File: src/rtl/uart_tx_queue_pkg.sv
// Shared definitions for the UART transmit queue: handoff FSM encodings and default depth.
package uart_tx_queue_pkg;
  localparam int DEPTH_DEFAULT = 16;

  typedef enum logic [1:0] {
    S_IDLE  = 2'd0,
    S_START = 2'd1,
    S_WAIT  = 2'd2
  } tx_state_t;
endpackage

File: src/rtl/uart_tx_queue_sync_fifo.sv
// Byte FIFO for the UART transmit path: storage, pointers, occupancy, flush and sticky overflow.
module uart_tx_queue_sync_fifo
  import uart_tx_queue_pkg::*;
#(
  parameter int DEPTH = DEPTH_DEFAULT,
  localparam int AW = $clog2(DEPTH)
) (
  input  logic          CLK,
  input  logic          RESET,
  input  logic          we,
  input  logic [7:0]    wdata,
  input  logic          flush,
  input  logic          clr_ovf,
  input  logic          pop,
  output logic [7:0]    head_data,
  output logic          full,
  output logic          empty,
  output logic [AW:0]   count,
  output logic          ovf
);

  logic [7:0]    mem [DEPTH];
  logic [AW-1:0] wr_ptr_reg;
  logic [AW-1:0] rd_ptr_reg;
  logic [AW:0]   count_reg;
  logic [AW:0]   count_next;
  logic          ovf_reg;
  logic          wr_en;
  logic          rd_en;
  logic          ovf_set;

  assign full      = (count_reg == (AW+1)'(DEPTH));
  assign empty     = (count_reg == '0);
  assign count     = count_reg;
  assign ovf       = ovf_reg;
  assign head_data = mem[rd_ptr_reg];

  // Fullness is judged on the pre-edge count, so a same-cycle pop never rescues a write.
  assign wr_en   = we & ~full & ~flush;
  assign rd_en   = pop & ~empty & ~flush;
  assign ovf_set = we & full & ~flush;

  always_comb begin
    count_next = count_reg;
    if (flush)
      count_next = '0;
    else if (wr_en && !rd_en)
      count_next = count_reg + (AW+1)'(1);
    else if (rd_en && !wr_en)
      count_next = count_reg - (AW+1)'(1);
  end

  always_ff @(posedge CLK) begin
    if (wr_en)
      mem[wr_ptr_reg] <= wdata;
  end

  always_ff @(posedge CLK or negedge RESET) begin
    if (!RESET) begin
      wr_ptr_reg <= '0;
      rd_ptr_reg <= '0;
      count_reg  <= '0;
      ovf_reg    <= 1'b0;
    end else begin
      if (wr_en)
        wr_ptr_reg <= wr_ptr_reg + AW'(1);
      if (flush)
        rd_ptr_reg <= wr_ptr_reg;
      else if (rd_en)
        rd_ptr_reg <= rd_ptr_reg + AW'(1);
      count_reg <= count_next;
      if (ovf_set)
        ovf_reg <= 1'b1;
      else if (clr_ovf)
        ovf_reg <= 1'b0;
    end
  end

endmodule

File: src/rtl/uart_tx_queue.sv
// Byte queue between the bus write path and the UART transmitter, with a
// one-byte-at-a-time handoff FSM driving TXDATA/TXSTART.
module uart_tx_queue
  import uart_tx_queue_pkg::*;
#(
  parameter int DEPTH = DEPTH_DEFAULT,
  localparam int AW = $clog2(DEPTH)
) (
  input  logic          CLK,
  input  logic          RESET,
  input  logic          WE,
  input  logic [7:0]    WDATA,
  input  logic          FLUSH,
  input  logic          CLR_OVF,
  output logic          FULL,
  output logic          EMPTY,
  output logic [AW:0]   COUNT,
  output logic          OVF,
  output logic          ACTIVE,
  output logic [7:0]    TXDATA,
  output logic          TXSTART,
  input  logic          TXBUSY,
  input  logic          TXDONE
);

  tx_state_t  state_reg;
  logic [7:0] txdata_reg;
  logic       txstart_reg;
  logic [7:0] head_data;
  logic       fifo_empty;
  logic       pop;

  uart_tx_queue_sync_fifo #(
    .DEPTH (DEPTH)
  ) u_fifo (
    .CLK       (CLK),
    .RESET     (RESET),
    .we        (WE),
    .wdata     (WDATA),
    .flush     (FLUSH),
    .clr_ovf   (CLR_OVF),
    .pop       (pop),
    .head_data (head_data),
    .full      (FULL),
    .empty     (fifo_empty),
    .count     (COUNT),
    .ovf       (OVF)
  );

  assign EMPTY   = fifo_empty;
  assign ACTIVE  = (state_reg != S_IDLE);
  assign TXDATA  = txdata_reg;
  assign TXSTART = txstart_reg;

  // A byte leaves the queue only when the transmitter is free and no flush is pending.
  assign pop = (state_reg == S_IDLE) & ~fifo_empty & ~TXBUSY & ~FLUSH;

  always_ff @(posedge CLK or negedge RESET) begin
    if (!RESET) begin
      state_reg   <= S_IDLE;
      txdata_reg  <= 8'h00;
      txstart_reg <= 1'b0;
    end else begin
      case (state_reg)
        S_IDLE: begin
          if (pop) begin
            txdata_reg  <= head_data;
            txstart_reg <= 1'b1;
            state_reg   <= S_START;
          end
        end
        S_START: begin
          txstart_reg <= 1'b0;
          state_reg   <= S_WAIT;
        end
        S_WAIT: begin
          if (TXDONE)
            state_reg <= S_IDLE;
        end
        default: begin
          txstart_reg <= 1'b0;
          state_reg   <= S_IDLE;
        end
      endcase
    end
  end

endmodule
File: config.mk
export PLATFORM = sky130hd
export DESIGN_NAME = uart_tx_queue
export DESIGN_NICKNAME = d
export VERILOG_FILES = /design/src/rtl/uart_tx_queue_pkg.sv /design/src/rtl/uart_tx_queue_sync_fifo.sv /design/src/rtl/uart_tx_queue.sv
export SDC_FILE = /design/constraint.sdc
export NUM_CORES = 1
export LEC_CHECK = 0
export ABC_CLOCK_PERIOD_IN_PS = 3600
export CAP_MARGIN = 20
export CORE_MARGIN = 1.5
export CORE_UTILIZATION = 53
export CTS_BUF_LIST = sky130_fd_sc_hd__clkbuf_16
export DETAILED_ROUTE_END_ITERATION = 8
export GPL_ROUTABILITY_DRIVEN = 0
export PLACE_DENSITY = 0.83
export SYNTH_ARGS = -nofsm -noshare
export SYNTH_HDL_FRONTEND = slang
export SYNTH_SLANG_ARGS = --single-unit
File: constraint.sdc
create_clock -name CLK -period 3.6 [get_ports CLK]
set_input_delay 0.9 -clock CLK [delete_from_list [all_inputs] [get_ports CLK]]
set_output_delay 0.9 -clock CLK [all_outputs]
set_load 0.03 [all_outputs]
=== After elaboration in Yosys (flattened, before gate mapping) ===
Memory sizes are Yosys's and may differ from the RTL's. A register that Yosys moved wholly into a read port is not among the register bits.
Cells that the tools add are included.

* $add $sub $neg: 4
* Equal/unequal tests: 5
* Multiplexer cells: 14
* Bitwise gates (word level): 14
* Reductions and logical operators: 14

{| class="wikitable"
|+ Operators with widths
! cell !! count
|-
| 2-to-1 mux 5 bit || 3
|-
| AND 1 bit || 9
|-
| adder 4 x 1 -> 4 bit, second input constant || 2
|-
| 2-to-1 mux 4 bit || 2
|-
| case mux 2 bit (3 select lines) || 1
|-
| AND reduction 2 bit || 3
|-
| nonzero test 2 bit || 3
|-
| adder 5 x 1 -> 5 bit, second input constant || 1
|-
| equality test 5 bit, second input constant || 1
|-
| zero test 5 bit || 1
|-
| 2-to-1 mux 1 bit || 5
|-
| NOT 1 bit || 5
|-
| subtractor 5 x 1 -> 5 bit, second input constant || 1
|-
| 2-to-1 mux 2 bit || 2
|-
| zero test 1 bit || 3
|-
| nonzero test 3 bit || 1
|-
| equality test 2 x 1 -> 1 bit, second input constant || 1
|-
| equality test 2 bit, second input constant || 1
|-
| logical AND 1 bit || 2
|-
| zero test 2 bit || 1
|-
| inequality test 2 x 1 -> 1 bit, second input constant || 1
|-
| inequality test 2 bit, second input constant || 1
|-
| case mux 1 bit (2 select lines) || 1
|}

* Register bits after elaboration: 17
* Bits in writable memories: 128
* Input bits: 15
* Word-level logic and storage cells: 58
* Memories: 1

{| class="wikitable"
|+ Memory list
! name !! depth !! bits a word !! read ports !! clocked after memory_dff !! wr ports !! line !! text
|-
| u_fifo.mem || 16 || 8 || 1 || 1 || 1 || uart_tx_queue_sync_fifo.sv:22 || <nowiki>logic [7:0] mem [DEPTH];</nowiki>
|}

=== Longest topological paths before layout ===
* Word-level depth: 11
* Mapped depth: 11
* Mapped depth without buffers: 9

=== Cells and area by module ===
From an unflattened synthesis, not the netlist that was laid out.

* Cell total of the unflattened synthesis: 375
* Area, all modules: 6384.9 um^2

{| class="wikitable"
|+ By module, submodules not included
! module !! instances !! cells an instance !! area each (um^2) !! sequential area each (um^2)
|-
| uart_tx_queue_sync_fifo || 1 || 348 || 5958.2 || 4194.0
|-
| uart_tx_queue || 1 || 27 || 426.7 || 275.3
|}

=== Least setup slack after synthesis ===
Ideal clock, no wire load.

* Path type: input to register
* Start: input FLUSH
* End: register u_fifo.count_reg[4] (netlist: u_fifo.count[4])
* Setup time: 126 ps
* Data arrival time: 3595 ps
* Data required time: 3474 ps
* Path slack: -122 ps
* Stages: 11
* Cell sequence: buf_6 -> nand2b_1 -> a21oi_1 -> clkbuf_1 -> nand2_1 -> fa_1 -> a21o_1 -> a21o_1 -> or3_1 -> and4b_1 -> a311o_1

* Cells in the longest elaborated chain, start to end: 8
* Elaborated cells between the ends (all ways): 12

{| class="wikitable"
|+ RTL lines
! element !! line !! text
|-
| start, declared || uart_tx_queue.sv:13 || <nowiki>input logic FLUSH,</nowiki>
|-
| NOT 1 bit || uart_tx_queue_sync_fifo.sv:39, uart_tx_queue_sync_fifo.sv:40, uart_tx_queue.sv:56 ||
|-
| AND 1 bit || uart_tx_queue.sv:56 || <nowiki>assign pop = (state_reg == S_IDLE) & ~fifo_empty & ~TXBUSY & ~FLUSH;</nowiki>
|-
| AND 1 bit (2 in a row) || uart_tx_queue_sync_fifo.sv:40 || <nowiki>assign rd_en = pop & ~empty & ~flush;</nowiki>
|-
| zero test 1 bit || uart_tx_queue_sync_fifo.sv:47 || <nowiki>else if (wr_en && !rd_en)</nowiki>
|-
| logical AND 1 bit || uart_tx_queue_sync_fifo.sv:47 ||
|-
| 2-to-1 mux 5 bit || uart_tx_queue_sync_fifo.sv:47 ||
|-
| 2-to-1 mux 5 bit || uart_tx_queue_sync_fifo.sv:45 || <nowiki>if (flush)</nowiki>
|-
| end signal, assigned || uart_tx_queue_sync_fifo.sv:71 || <nowiki>count_reg <= count_next;</nowiki>
|-
| end, declared || uart_tx_queue_sync_fifo.sv:25 || <nowiki>logic [AW:0] count_reg;</nowiki>
|}

Several ways; a longest one is shown, not always the timed one.
A chain may end at the register's enable or synchronous reset.

=== Worst setup path in the final report ===
Ends and elaborated chain as after synthesis.

==> qor.yml <==
critical_path.most_common_cell: "a21o_1"
power_density_nw_per_um2: 776
drc: 0
synth_nets: 351
cts_tree: "built"
clk_latency_ps: 430
tightest_slew_ps: 1120
post_cts_resize_count: 0
clockBufferDepth: 2
synth_compound_area_frac: 0.0304
antenna_found_initial: 0
holdWs_ps: 519
start_util: 0.544
required_ps: 3910
hold_viol: 0
numCtsBuffers: 17
wl_per_cell_microns: 22.6
maxCapViolCount: 0
hpwl_microns: 7340
antenna_left: 0
ys_types: 40
diodes: 0
grt_pass1_vias: 3320
grt_pass1_wl_microns: 18700
first_pass_iters: 4
cp_slowest_stage_delay_ps: 470
layout.nets: 396
synthFlopType: "edfxtp_1"
yosysTopAreaCell: "edfxtp_1"
synth_top_family_by_area: "multiplexers"
ioPinCount: 33
port_buffers: 32
drive_gt1_frac: 0.221
synthMuxAreaShare: 0.151
cts_htree_levels: 4
final_cells: 527
dp_slack_ps: -6.29
synth_cells: 326
setup_slack_ps: 396
min_period_over_period: 0.890
ys_warn_count: 0
synth_xor_area_frac: 0.0113
yosys.area_share.simple: 0.0504
p_leak_nw: 2.53
fp.dieH_microns: 111
areaGrowthSynthToFinish_pct: 16.9
avgSynthCellArea_sq_um: 19.0
slowest_stage: "clkdlybuf4s50_1"
synth_top_area_frac: 0.619
hold_class: "flop to flop"
crit_buf_inv: 1
yosysSeqAreaShare: 0.720
die_width_microns: 111
core_sq_um: 11400
fp.dieArea_sq_um: 12400
max_freq_ghz: 0.312
startpoint_type: "primary input"
drt_iter0_drc: 281
mostFrequentLayoutCells: "128 x edfxtp_1, 32 x mux4_2, 32 x clkdlybuf4s50_1"
synth_edf_count: 128
placed_cell_area_sq_um: 6720
fin_area_sq_um: 7260
setup_violations: 0
crit_arrival_ps: 3510
period_minus_slack_ps: 3200
worst_clock_skew_ps: 9.21
drt_wl_total_microns: 11900
vdd_drop_max_v: 0.000407
drv_slew: 0
worstPathMaxFanout: 4
cts-root-buf: "clkbuf_16"
rsz0062_at_grt: "false"
rows: 39
power.total_mw: 5.64
holdBufCountCts: 0
dp_cells: 495
clkTransAtPathRegs_ps: 60
slew_headroom: 0.256
synth_area_sq_um: 6210
critical_path_class: "primary input to flop"
synthAdderAreaFrac: 0.0214
viasPerCell: 5.93
grt_start_max_net_pins: 26
globalRouteTotalUtil: 0.209
outcome: "completed"
ys_top_cells_by_area: "edfxtp_1 62%, mux4_2 12%, dfrtp_1 10%"
worstPathCellList: "clkdlybuf4s50_1, nand2b_1, a21oi_2, nand2_1, fa_1, a21o_1, a21o_1, or3_1, and4b_1, a311o_1"
grt_overflow_total: 0
final_common_cell: "edfxtp_1"
worstSetupEndpointType: "flop"
vias: 3127
synthArstFlopShare: 0.163
largest_reg_flops: 128
postCtsSetupRepairBufs: 0
clock-sinks: 153
cp_top_family: "simple AND/OR/NAND/NOR gates"
ys_ff_latch: 153
==> synthesized netlist by cell type (all sizes together) (3+ instances only) <==
| cell type | number |
|---|---|
| a21oi | 3 |
| mux2 | 4 |
| mux4 | 32 |
| ha | 9 |
| o21ai | 5 |
| mux2i | 17 |
| buf | 8 |
| nor2 | 6 |
| inv | 6 |
| a22o | 3 |
| nor4 | 3 |
| clkbuf | 8 |
| o221ai | 8 |
| nand2 | 20 |
| xnor2 | 5 |
| xor2 | 3 |
| dfrtp | 25 |
| and2 | 16 |
| edfxtp | 128 |
==> per-stage QoR <==
step | setup TNS (ps) | utilization
2_1_floorplan | 0 | -
3_5_place_dp | -6.29 | 0.588
5_1_grt | 0 | 0.636
4_1_cts | 0 | 0.636
6_report | 0 | 0.636
3_3_place_gp | 0 | 0.588
==> metal layers <==
layer / up-vias / share of wire / GRT usage
met5: - / 0 / 0
met4: 0 / 0.019 / 0.0852
met3: 22 / 0.070 / 0.0601
met2: 106 / 0.50 / 0.324
met1: 1612 / 0.41 / 0.281
li1: 1387 / - / -
==> cell families (layout without fill, tap and decap cells) <==
group,after synthesis,count (layout)
buffers and inverters,22,80
xor gates and xnor gates,8,8
adders and majority gates,10,10
AOI/OAI and AO/OA,24,24
DFF,153,153
muxes,53,53
and+or+nand+nor,56,56
==> layout make-up <==
type	count	area, sq um
multi-input combinational	151	1650
tap	143	179
sequential	153	4470
timing repair buffer	42	395
clock buffer	17	425
fill	769	4160
inverter	6	22.5
clock inverter	15	119
==> where the power goes <==
part / total, mW / internal (mW) / switching (mW)
Sequential: 2.43 / 2.12 / 0.316
Combinational: 1.57 / 0.811 / 0.757
Clock: 1.64 / 0.895 / 0.742
Total: 5.64 / 3.82 / 1.81
==> worst register-to-register path, cell delays in order, from the launching register on <==
cell	delay (ps)
dfrtp_1	480
or4_4	600
o21ai_4	150
nand2_1	140
fa_1	420
a21o_1	190
a21o_1	190
or3_1	320
and4b_1	200
a311o_1	320
==> worst paths after layout <==
| path | start | depth (start not counted) | slack [ps] | end |
|---|---|---|---|---|
| hold reg to reg | TXDATA[3] | 2 | 520 | TXDATA[3] |
| setup reg to reg | u_fifo.count[1] | 9 | 460 | u_fifo.count[4] |
| max in group asynchronous | RESET | 2 | 2480 | u_fifo.rd_ptr_reg[0] |
| min in group asynchronous | RESET | 2 | 840 | u_fifo.ovf |
| setup / recovery | FLUSH | 10 | 400 | u_fifo.count[4] |
| hold / removal | TXDATA[3] | 2 | 520 | TXDATA[3] |
(Power assumes the default switching activity.)
